File: src/rtl/condicionador_botoes_pkg.sv
// -----------------------------------------------------------------------------
// condicionador_botoes_pkg
// Shared definitions for the button conditioner:
//   NUM_BOTOES     - number of physical buttons (7)
//   CODIGO_NENHUM  - note code meaning "no play since reset"
//   estado_t       - play-decision FSM states
//   conta_altos()  - number of high bits in a button vector
//   codigo_de()    - note code (index + 1) of the high bit of a one-hot vector
// -----------------------------------------------------------------------------
package condicionador_botoes_pkg;

  localparam int          NUM_BOTOES    = 7;
  localparam logic [2:0]  CODIGO_NENHUM = 3'd0;

  typedef enum logic [1:0] {
    ESPERA  = 2'd0,
    ACEITA  = 2'd1,
    REJEITA = 2'd2,
    SEGURA  = 2'd3
  } estado_t;

  // Seven bits can never have more than 7 high, so 3 bits hold the count.
  function automatic logic [2:0] conta_altos(input logic [NUM_BOTOES-1:0] v);
    logic [2:0] c;
    c = 3'd0;
    for (int i = 0; i < NUM_BOTOES; i++) begin
      c = c + {2'b00, v[i]};
    end
    return c;
  endfunction

  // Only meaningful for a one-hot vector; an all-zero vector yields CODIGO_NENHUM.
  function automatic logic [2:0] codigo_de(input logic [NUM_BOTOES-1:0] v);
    logic [2:0] c;
    c = CODIGO_NENHUM;
    for (int i = 0; i < NUM_BOTOES; i++) begin
      if (v[i]) begin
        c = 3'(i + 1);
      end else begin
        c = c;
      end
    end
    return c;
  endfunction

endpackage

File: src/rtl/condicionador_botoes_if.sv
// -----------------------------------------------------------------------------
// condicionador_botoes_if
// Bundles the button conditioner's data signals.
//   botoes                 - raw asynchronous button levels (driven by master)
//   botoes_limpos          - synchronized, debounced levels
//   jogada / codigo        - one-hot and note code of the last accepted play
//   tem_botao_pressionado  - any debounced button high
//   tem_jogada             - one-cycle pulse on an accepted play
//   erro_multiplo          - one-cycle pulse on a rejected multi-button press
//   db_num_jogadas         - debug count of accepted plays
// Modports: master (button source / observer), slave (the conditioner).
// -----------------------------------------------------------------------------
interface condicionador_botoes_if;
  import condicionador_botoes_pkg::*;

  logic [NUM_BOTOES-1:0] botoes;
  logic [NUM_BOTOES-1:0] botoes_limpos;
  logic [NUM_BOTOES-1:0] jogada;
  logic [2:0]            codigo;
  logic                  tem_botao_pressionado;
  logic                  tem_jogada;
  logic                  erro_multiplo;
  logic [7:0]            db_num_jogadas;

  modport master (
    output botoes,
    input  botoes_limpos,
    input  jogada,
    input  codigo,
    input  tem_botao_pressionado,
    input  tem_jogada,
    input  erro_multiplo,
    input  db_num_jogadas
  );

  modport slave (
    input  botoes,
    output botoes_limpos,
    output jogada,
    output codigo,
    output tem_botao_pressionado,
    output tem_jogada,
    output erro_multiplo,
    output db_num_jogadas
  );

endinterface

File: src/rtl/condicionador_botoes_debouncer_botao.sv
// -----------------------------------------------------------------------------
// debouncer_botao
// Single-bit two-flop synchronizer followed by a stability counter.
//   clock    - rising-edge clock
//   reset    - asynchronous active-high reset (clears flops and counter)
//   entrada  - raw asynchronous level
//   limpo    - debounced level; flips the cycle after the synchronized input
//              has disagreed with it for DEBOUNCE_CYCLES consecutive cycles
// -----------------------------------------------------------------------------
module debouncer_botao #(
  parameter int DEBOUNCE_CYCLES = 50000
) (
  input  logic clock,
  input  logic reset,
  input  logic entrada,
  output logic limpo
);

  // Counter only has to reach DEBOUNCE_CYCLES-1; legal range keeps CW >= 1.
  localparam int             CW       = (DEBOUNCE_CYCLES > 2) ? $clog2(DEBOUNCE_CYCLES) : 1;
  localparam logic [CW-1:0]  CONT_FIM = CW'(DEBOUNCE_CYCLES - 1);

  logic          sinc1_r;
  logic          sinc2_r;
  logic          limpo_r;
  logic [CW-1:0] cont_r;

  logic          limpo_nxt_s;
  logic [CW-1:0] cont_nxt_s;

  // Two-flop synchronizer for the raw button level.
  always_ff @(posedge clock or posedge reset) begin
    if (reset) begin
      sinc1_r <= 1'b0;
      sinc2_r <= 1'b0;
    end else begin
      sinc1_r <= entrada;
      sinc2_r <= sinc1_r;
    end
  end

  // Count consecutive disagreeing cycles; the last one flips the clean level.
  always_comb begin
    limpo_nxt_s = limpo_r;
    cont_nxt_s  = '0;
    if (sinc2_r != limpo_r) begin
      if (cont_r == CONT_FIM) begin
        limpo_nxt_s = sinc2_r;
        cont_nxt_s  = '0;
      end else begin
        limpo_nxt_s = limpo_r;
        cont_nxt_s  = cont_r + CW'(1);
      end
    end else begin
      // Any agreement restarts the stability window.
      cont_nxt_s = '0;
    end
  end

  // Debounce state register.
  always_ff @(posedge clock or posedge reset) begin
    if (reset) begin
      cont_r  <= '0;
      limpo_r <= 1'b0;
    end else begin
      cont_r  <= cont_nxt_s;
      limpo_r <= limpo_nxt_s;
    end
  end

  assign limpo = limpo_r;

endmodule

File: src/rtl/condicionador_botoes.sv
// -----------------------------------------------------------------------------
// condicionador_botoes
// Conditions seven raw buttons into debounced levels and single-button plays.
//   clock  - rising-edge clock
//   reset  - asynchronous active-high reset
//   bus    - condicionador_botoes_if.slave: botoes in; botoes_limpos, jogada,
//            codigo, tem_botao_pressionado, tem_jogada, erro_multiplo,
//            db_num_jogadas out
// Parameter DEBOUNCE_CYCLES: stable cycles needed to accept a level change.
// Optional macro CONDICIONADOR_BOTOES_CONTADOR_EN: enables the 8-bit wrapping
// play counter on db_num_jogadas (otherwise it is tied to zero).
// -----------------------------------------------------------------------------
module condicionador_botoes
  import condicionador_botoes_pkg::*;
#(
  parameter int DEBOUNCE_CYCLES = 50000
) (
  input  logic                  clock,
  input  logic                  reset,
  condicionador_botoes_if.slave bus
);

  logic [NUM_BOTOES-1:0] limpos_s;

  estado_t               estado_r;
  estado_t               estado_nxt_s;
  logic [NUM_BOTOES-1:0] jogada_r;
  logic [NUM_BOTOES-1:0] jogada_nxt_s;
  logic [2:0]            codigo_r;
  logic [2:0]            codigo_nxt_s;
  logic                  tem_jogada_r;
  logic                  tem_jogada_nxt_s;
  logic                  erro_r;
  logic                  erro_nxt_s;
  logic [2:0]            n_altos_s;

  genvar g;
  generate
    for (g = 0; g < NUM_BOTOES; g++) begin : g_debounce
      debouncer_botao #(
        .DEBOUNCE_CYCLES (DEBOUNCE_CYCLES)
      ) u_debouncer (
        .clock   (clock),
        .reset   (reset),
        .entrada (bus.botoes[g]),
        .limpo   (limpos_s[g])
      );
    end
  endgenerate

  // Next-state and next-output logic of the play-decision FSM.
  // The ACEITA/REJEITA outputs are computed on the edge entering those states
  // so the pulse is registered and coincides with the state itself.
  always_comb begin
    estado_nxt_s     = estado_r;
    jogada_nxt_s     = jogada_r;
    codigo_nxt_s     = codigo_r;
    tem_jogada_nxt_s = 1'b0;
    erro_nxt_s       = 1'b0;
    n_altos_s        = conta_altos(limpos_s);
    case (estado_r)
      ESPERA: begin
        if (n_altos_s == 3'd1) begin
          estado_nxt_s     = ACEITA;
          jogada_nxt_s     = limpos_s;
          codigo_nxt_s     = codigo_de(limpos_s);
          tem_jogada_nxt_s = 1'b1;
        end else if (n_altos_s != 3'd0) begin
          estado_nxt_s = REJEITA;
          erro_nxt_s   = 1'b1;
        end else begin
          estado_nxt_s = ESPERA;
        end
      end
      ACEITA: begin
        estado_nxt_s = SEGURA;
      end
      REJEITA: begin
        estado_nxt_s = SEGURA;
      end
      SEGURA: begin
        // Anything pressed here belongs to the press already handled.
        if (limpos_s == {NUM_BOTOES{1'b0}}) begin
          estado_nxt_s = ESPERA;
        end else begin
          estado_nxt_s = SEGURA;
        end
      end
      default: begin
        estado_nxt_s = ESPERA;
      end
    endcase
  end

  // FSM state and registered play outputs.
  always_ff @(posedge clock or posedge reset) begin
    if (reset) begin
      estado_r     <= ESPERA;
      jogada_r     <= {NUM_BOTOES{1'b0}};
      codigo_r     <= CODIGO_NENHUM;
      tem_jogada_r <= 1'b0;
      erro_r       <= 1'b0;
    end else begin
      estado_r     <= estado_nxt_s;
      jogada_r     <= jogada_nxt_s;
      codigo_r     <= codigo_nxt_s;
      tem_jogada_r <= tem_jogada_nxt_s;
      erro_r       <= erro_nxt_s;
    end
  end

`ifdef CONDICIONADOR_BOTOES_CONTADOR_EN
  logic [7:0] num_jogadas_r;

  // Play counter; steps on the same edge that raises tem_jogada, wraps at 255.
  always_ff @(posedge clock or posedge reset) begin
    if (reset) begin
      num_jogadas_r <= 8'd0;
    end else if (tem_jogada_nxt_s) begin
      num_jogadas_r <= num_jogadas_r + 8'd1;
    end else begin
      num_jogadas_r <= num_jogadas_r;
    end
  end

  assign bus.db_num_jogadas = num_jogadas_r;
`else
  assign bus.db_num_jogadas = 8'd0;
`endif

  assign bus.botoes_limpos         = limpos_s;
  assign bus.tem_botao_pressionado = |limpos_s;
  assign bus.jogada                = jogada_r;
  assign bus.codigo                = codigo_r;
  assign bus.tem_jogada            = tem_jogada_r;
  assign bus.erro_multiplo         = erro_r;

endmodule

File: src/flat_wrapper.sv
// flat-port wrapper written by rule: the top's interface ports become plain ports
module condicionador_botoes_flat import condicionador_botoes_pkg::*;
#(
  parameter int DEBOUNCE_CYCLES = 50000
)
  (clock, reset, bus_botoes, bus_botoes_limpos, bus_jogada, bus_codigo, bus_tem_botao_pressionado, bus_tem_jogada, bus_erro_multiplo, bus_db_num_jogadas);
  condicionador_botoes_if bus_i ();
  input  logic clock;
  input  logic reset;
  input wire logic [$bits(bus_i.botoes)-1:0] bus_botoes;
  output wire logic [$bits(bus_i.botoes_limpos)-1:0] bus_botoes_limpos;
  output wire logic [$bits(bus_i.jogada)-1:0] bus_jogada;
  output wire logic [$bits(bus_i.codigo)-1:0] bus_codigo;
  output wire logic [$bits(bus_i.tem_botao_pressionado)-1:0] bus_tem_botao_pressionado;
  output wire logic [$bits(bus_i.tem_jogada)-1:0] bus_tem_jogada;
  output wire logic [$bits(bus_i.erro_multiplo)-1:0] bus_erro_multiplo;
  output wire logic [$bits(bus_i.db_num_jogadas)-1:0] bus_db_num_jogadas;
  assign bus_i.botoes = bus_botoes;
  assign bus_botoes_limpos = bus_i.botoes_limpos;
  assign bus_jogada = bus_i.jogada;
  assign bus_codigo = bus_i.codigo;
  assign bus_tem_botao_pressionado = bus_i.tem_botao_pressionado;
  assign bus_tem_jogada = bus_i.tem_jogada;
  assign bus_erro_multiplo = bus_i.erro_multiplo;
  assign bus_db_num_jogadas = bus_i.db_num_jogadas;
  condicionador_botoes #(.DEBOUNCE_CYCLES(DEBOUNCE_CYCLES)) u_core (.clock(clock), .reset(reset), .bus(bus_i));
endmodule
File: config.mk
export PLATFORM = sky130hd
export DESIGN_NAME = condicionador_botoes_flat
export DESIGN_NICKNAME = d
export VERILOG_FILES = /design/src/rtl/condicionador_botoes_pkg.sv /design/src/rtl/condicionador_botoes_if.sv /design/src/rtl/condicionador_botoes_debouncer_botao.sv /design/src/rtl/condicionador_botoes.sv /design/src/flat_wrapper.sv
export SDC_FILE = /design/constraint.sdc
export NUM_CORES = 1
export LEC_CHECK = 0
export ABC_AREA = 1
export BUFFER_PORTS_ARGS = -buffer_cell sky130_fd_sc_hd__buf_2
export CAP_MARGIN = 30
export CORE_ASPECT_RATIO = 1.25
export CORE_UTILIZATION = 29
export DETAILED_ROUTE_END_ITERATION = 8
export GPL_TIMING_DRIVEN = 0
export PLACE_DENSITY = 0.41
export SKIP_CTS_REPAIR_TIMING = 1
export SYNTH_ARGS = -nofsm -noshare
export SYNTH_HDL_FRONTEND = slang
export SYNTH_SLANG_ARGS = --single-unit
export TNS_END_PERCENT = 30
File: constraint.sdc
create_clock -name clock -period 10.8 [get_ports clock]
set_clock_uncertainty 0.2 [all_clocks]
set_input_delay 1.62 -clock clock [delete_from_list [all_inputs] [get_ports clock]]
set_output_delay 1.62 -clock clock [all_outputs]
set_load 0.01 [all_outputs]
Word-level counts from Yosys, hierarchy flattened
Cells that the tools add are included.

cells by class
  add/sub/neg operators = 13
  equality and inequality tests = 18
  reductions and logical operators = 13
  muxes and demuxes = 30

operators by type and width
  kind                                           number
  two-way mux 16 bit                             14
  adder 16 x 1 -> 16 bit, second input constant  7
  == test 16 bit, second input constant          7
  AND reduction 2 bit                            8
  adder 3 x 1 -> 3 bit                           5
  two-way mux 3 bit                              4
  two-way mux 2 bit                              5
  logical NOT 7 bit                              1
  inequality test 1 bit                          7
  OR reduction 7 bit                             1
  two-way mux 1 bit                              6
  one-hot mux 2 bit (3 select lines)             1
  == test 2 bit, second input constant           2
  == test 3 x 1 -> 1 bit, second input constant  1
  nonzero test 3 bit                             1
  adder 1 x 1 -> 2 bit                           1
  == test 2 x 1 -> 1 bit, second input constant  1
  logical NOT 2 bit                              1
  OR reduction 2 bit                             1

word-level totals
  bits in registers = 147
  output and inout port bits = 28
  logic and storage cells = 107

Logic depth before layout (Yosys ltp)
  word-level depth = 10
  mapped depth = 16

Modules after synthesis
Synthesis repeated with hierarchy kept, for this count alone.

unflattened totals
  cells, all modules = 1003
  area, all modules = 8061.5 um^2

modules (own cells, without submodules)
  module                sequential area each (um^2)  cells each  area an instance (um^2)  instances
  debouncer_botao       475.5                        130         1024.7                   7
  condicionador_botoes  350.3                        93          888.4                    1

Worst setup path before layout
Ideal clock, no wire load.

  kind = register to register
  from = register u_core.g_debounce[1].u_debouncer.limpo_r
  to = register u_core.codigo_r[0], in the netlist u_core.bus.codigo[0]
  required time = 10.472 ns
  arrival = 3.054 ns
  path slack = 7.419 ns
  cell stages (with the launch flop) = 15
  path through = dfrtp_1 -> inv_1 -> ha_1 -> inv_1 -> fa_1 -> fa_1 -> inv_1 -> ha_1 -> fa_1 -> nand3b_1 -> nor2_1 -> nand2_1 -> buf_6 -> nand2_1 -> o21ai_0

on the way
  longest elaborated chain between the ends = 8

ends and longest elaborated chain
  what                                RTL line                                    source
  start, declared                     condicionador_botoes_debouncer_botao.sv:25  logic limpo_r;
  start signal, assigned              condicionador_botoes_debouncer_botao.sv:67  limpo_r <= limpo_nxt_s;
  adder 1 x 1 -> 2 bit                condicionador_botoes_pkg.sv:27              c = c + {2'b00, v[i]};
  adder 3 x 1 -> 3 bit (5 in series)  condicionador_botoes_pkg.sv:27
  == test 3 x 1 -> 1 bit              condicionador_botoes.sv:63                  if (n_altos_s == 3'd1) begin
  AND reduction 2 bit (no line)       n/a
  end signal, assigned                condicionador_botoes.sv:106                 codigo_r <= codigo_nxt_s;
  end, declared                       condicionador_botoes.sv:29                  logic [2:0] codigo_r;

Several ways; a longest one is shown, not always the timed one.
A chain may end at the register's enable or synchronous reset.

Final worst setup path
  from = register u_core.g_debounce[1].u_debouncer.limpo_r
  to = register u_core.jogada_r[6], in the netlist u_core.bus.jogada[6]

on the way
  longest elaborated chain between the ends = 8

ends and longest elaborated chain
  what                                RTL line                        source
  adder 1 x 1 -> 2 bit                condicionador_botoes_pkg.sv:27
  adder 3 x 1 -> 3 bit (5 in series)  condicionador_botoes_pkg.sv:27
  == test 3 x 1 -> 1 bit              condicionador_botoes.sv:63
  AND reduction 2 bit (no line)       n/a
  end signal, assigned                condicionador_botoes.sv:99      jogada_r <= {NUM_BOTOES{1'b0}};
  end signal, assigned                condicionador_botoes.sv:105     jogada_r <= jogada_nxt_s;
  end, declared                       condicionador_botoes.sv:27      logic [NUM_BOTOES-1:0] jogada_r;

Every way passes these cells.

==> impl_table.tex <==
\begin{tabular}{lr}
\hline
Metric & Value \\
\hline
\multicolumn{2}{l}{\textbf{Route}} \\
Total met2 wirelength after detailed routing & 8454 um \\
Average vias per placed instance & 4.355 \\
Total number of vias & 6036 \\
Post-DR wirelength/cell & 12.61 um \\
Total length of routed met3 wires & between 500 and 600 um \\
Pre-Repair DR Iteration Count & 6 \\
Remaining antenna violation count after routing & 0 \\
Number of design rule violations left after detail routing & 0 \\
Number of DRC markers in iteration 0 & about 280 \\
Routed length on met1 & 8150 um \\
Sum of routed wire length over all layers & 17470 um \\
Top layer reached by signal wires & met4 \\
\multicolumn{2}{l}{\textbf{Die}} \\
Die outline width & approximately 150 um \\
Num ports & 37 \\
Die Area & 0.02757 mm\^{}2 \\
Die Ht & $\sim$190 um \\
FP Rows & 66 \\
Effective utilization at floorplan & 29.71\% \\
Area of the placeable core & 0.02626 mm\^{}2 \\
\multicolumn{2}{l}{\textbf{Clock tree}} \\
Maximum count of clock buffers along a single path & 2 \\
Clock latency of the later-clocked register in the worst-skew pair & 0.43 ns \\
H-Tree Depth & 4 \\
Clock-pin slew of the registers on the worst-case setup and hold paths & $\sim$0.07 ns \\
TritonCTS Buffers & 17 \\
Number of sinks handled by clock tree synthesis & 147 \\
Clock tree from TritonCTS & built \\
Clock tree root driver cell & clkbuf\_16 \\
\multicolumn{2}{l}{\textbf{Power}} \\
Worst ir drop on vdd & 0.0001008 V \\
Final total power & 1.211 mW \\
Power density over the cells & 134.2 mW/mm\^{}2 \\
Leakage power total & 4.304 nW \\
\multicolumn{2}{l}{\textbf{Logic synthesis}} \\
Library cells used by synthesis & 32 \\
Post-synth top cells & nor2\_1, nand2\_1, dfrtp\_1 \\
Number of enable flip-flop cells after synthesis & 0 \\
Proportion of synthesized chip area in sequential cells & 47.15\% \\
Top-count cell post-synth & nor2\_1 \\
Average size of a mapped cell & 7.978 um\^{}2 \\
Synth Cell Area & 0.007802 mm\^{}2 \\
Cell types with the largest area share after synthesis & dfrtp\_1, nor2\_1, nand2\_1 \\
Mapped Cells & 978 \\
Top-area cell type share of the netlist area & between 40 and 50\% \\
Flops \& latches, synth & 147 \\
Count of yosys warnings during synthesis & 0 \\
Cell type with the largest total area after synthesis & dfrtp\_1 \\
Commonest register cell after synthesis & dfrtp\_1 \\
Synth async-reset ratio & 100.0\% \\
\multicolumn{2}{l}{\textbf{Layout}} \\
Area grow syn2layout & 15.65\% \\
Multi-input gate area & between 0.003 and 0.004 mm\^{}2 \\
Filler cell count & 2802 \\
Final Net Count & approximately 1100 \\
Proportion of layout cells with a drive suffix above 1 & between 10\% and 20\% \\
Post-route insts no fill & 1386 \\
Storage cell area & 0.003679 mm\^{}2 \\
Antenna diode instance count & 0 \\
\multicolumn{2}{l}{\textbf{STA}} \\
Headroom to the max-slew limit & 58.42\% \\
Transition at the pin with the smallest max-transition slack & 0.6237 ns \\
Minimum setup slack in the final design & roughly 7.0 ns \\
Number of endpoints with negative hold slack in the final report & 0 \\
Total negative setup slack & 0 ns \\
Final-report max-slew violation count & 0 \\
Portion of the clock cycle consumed by the worst path in the final layout & 34.81\% \\
Number of setup violations in the final report & 0 \\
Unrepaired setup endpoints after global routing & false \\
Upper clock frequency limit & about 270 MHz \\
Final min period & 3.759 ns \\
\multicolumn{2}{l}{\textbf{Run status}} \\
Status & finished, final reports clean \\
\multicolumn{2}{l}{\textbf{Place}} \\
Final RePlAce weighted congestion & 0.8027 \\
Dpl cells & around 1400 \\
DP HPWL & around 13000 um \\
Count of buffers from port buffering & 28 \\
DP Worst Slack & 7.042 ns \\
\multicolumn{2}{l}{\textbf{Global route}} \\
Total global-route track usage & 13.93\% \\
Largest net degree at the start of global routing & 121 \\
Vias in the first global route & 6007 \\
First-pass GRT wire length & 30020 um \\
Antenna violations before repair & 0 \\
Grt ovf & 0 \\
\multicolumn{2}{l}{\textbf{Hold path}} \\
Worst Hold Depth & 0 \\
Class of the worst hold path & reg2reg \\
\multicolumn{2}{l}{\textbf{Run}} \\
Max capacitance violation total & 0 \\
\multicolumn{2}{l}{\textbf{Worst setup path}} \\
Type of the setup path with the least slack & reg2reg \\
Startpoint Class & flip-flop \\
Data arrival time of the critical path & 3.87 ns \\
Maximum fanout encountered on the critical timing path & 10 \\
Worst r2r path cells & 14 \\
Critical Path RT & 10.91 ns \\
Nature of the critical path endpoint & flip-flop \\
\hline
\end{tabular}
[worst max-delay path, cell delays in order (launching register included)]
cell and delay [ns]:
dfrtp_1 0.51, inv_1 0.17, ha_1 0.32, inv_1 0.08
fa_1 0.43, fa_1 0.49, inv_1 0.04, ha_1 0.18
fa_1 0.42, nand3b_1 0.21, nor2_1 0.18, nand2_1 0.13
buf_6 0.17, nand2_1 0.07, o21ai_2 0.05
[layout make-up]
type / count / area share [%]
Buffer: 17 / 1.498
Clock buffer: 19 / 4.908
Clock inverter: 13 / 1.678
Inverter: 113 / 4.784
Multi-Input combinational cell: 708 / 39.79
Sequential cell: 147 / 40.77
Tap cell: 340 / 4.714
Timing Repair Buffer: 29 / 1.858
[layer usage]
metal | vias to the layer above | GRT usage (%)
li1 | 3157 | -
met4 | 0 | 5.608
met3 | 19 | 2.906
met5 | - | 0
met1 | 2765 | 17.00
met2 | 95 | 23.78
[cells in the final DEF (no fill, tap or decap), types with 7 or more instances in the layout]
| master | count |
|---|---|
| buf_2 | 28 |
| a31oi_1 | 9 |
| nor2_1 | 240 |
| nand3_1 | 79 |
| nand2_2 | 11 |
| o21bai_1 | 7 |
| nand2_1 | 191 |
| nand4_1 | 19 |
| xor2_1 | 36 |
| o21ai_0 | 11 |
| buf_4 | 15 |
| ha_1 | 15 |
| dfrtp_1 | 147 |
| a21oi_1 | 19 |
| xnor2_1 | 15 |
| inv_1 | 106 |
| conb_1 | 8 |
| clkbuf_16 | 17 |
[flip-flops by register name (all words and copies together) (netlist names)]
signal,flops
u_core.bus.codigo,3
u_core.bus.jogada,7
u_core.bus.erro_multiplo,1
u_core.g_debounce.u_debouncer.sinc1_r,7
u_core.bus.tem_jogada,1
u_core.g_debounce.u_debouncer.limpo,7
u_core.g_debounce.u_debouncer.cont_r,112
u_core.estado_r,2
u_core.g_debounce.u_debouncer.sinc2_r,7
[metrics by stage]
stage          utilization, %  hold WS, ns  instance area, um^2
6_report                34.36       0.1447                 9024
5_1_grt                 34.36       0.1553                 9024
4_1_cts                 34.36       0.1515                 9024
3_5_place_dp            32.10       0.1362                 8429
3_3_place_gp            31.97       0.1334                 8394
2_1_floorplan               -       0.1312                 7829
[worst paths after layout]
path | from | end | slack, ns
max in group asynchronous | reset | u_core.g_debounce[2].u_debouncer.cont_r[4] | 8.59
max reg2reg | u_core.g_debounce[1].u_debouncer.limpo | u_core.bus.jogada[6] | 7.04
min | u_core.g_debounce[4].u_debouncer.sinc1_r | u_core.g_debounce[4].u_debouncer.sinc2_r | 0.14
min in group asynchronous | reset | u_core.g_debounce[3].u_debouncer.cont_r[2] | 0.93
max | u_core.g_debounce[1].u_debouncer.limpo | u_core.bus.jogada[6] | 7.04
min reg2reg | u_core.g_debounce[4].u_debouncer.sinc1_r | u_core.g_debounce[4].u_debouncer.sinc2_r | 0.14
[cell families after synthesis]
group / count (synthesis) / synth area share [%]
compound gates: 57 / 4.233
xor+xnor: 57 / 6.976
fa+ha+maj: 18 / 3.175
buf+inv: 130 / 7.168
flops: 147 / 47.15
other cells: 1 / 0.04806
simple gates: 568 / 31.25
[power by group]
group	switching [mW]	total (mW)	internal (mW)
registers	0.00785	0.567	0.560
clock network	0.253	0.603	0.350
logic	0.0282	0.0409	0.0127
Note: power is estimated with default switching activity, not from simulation.
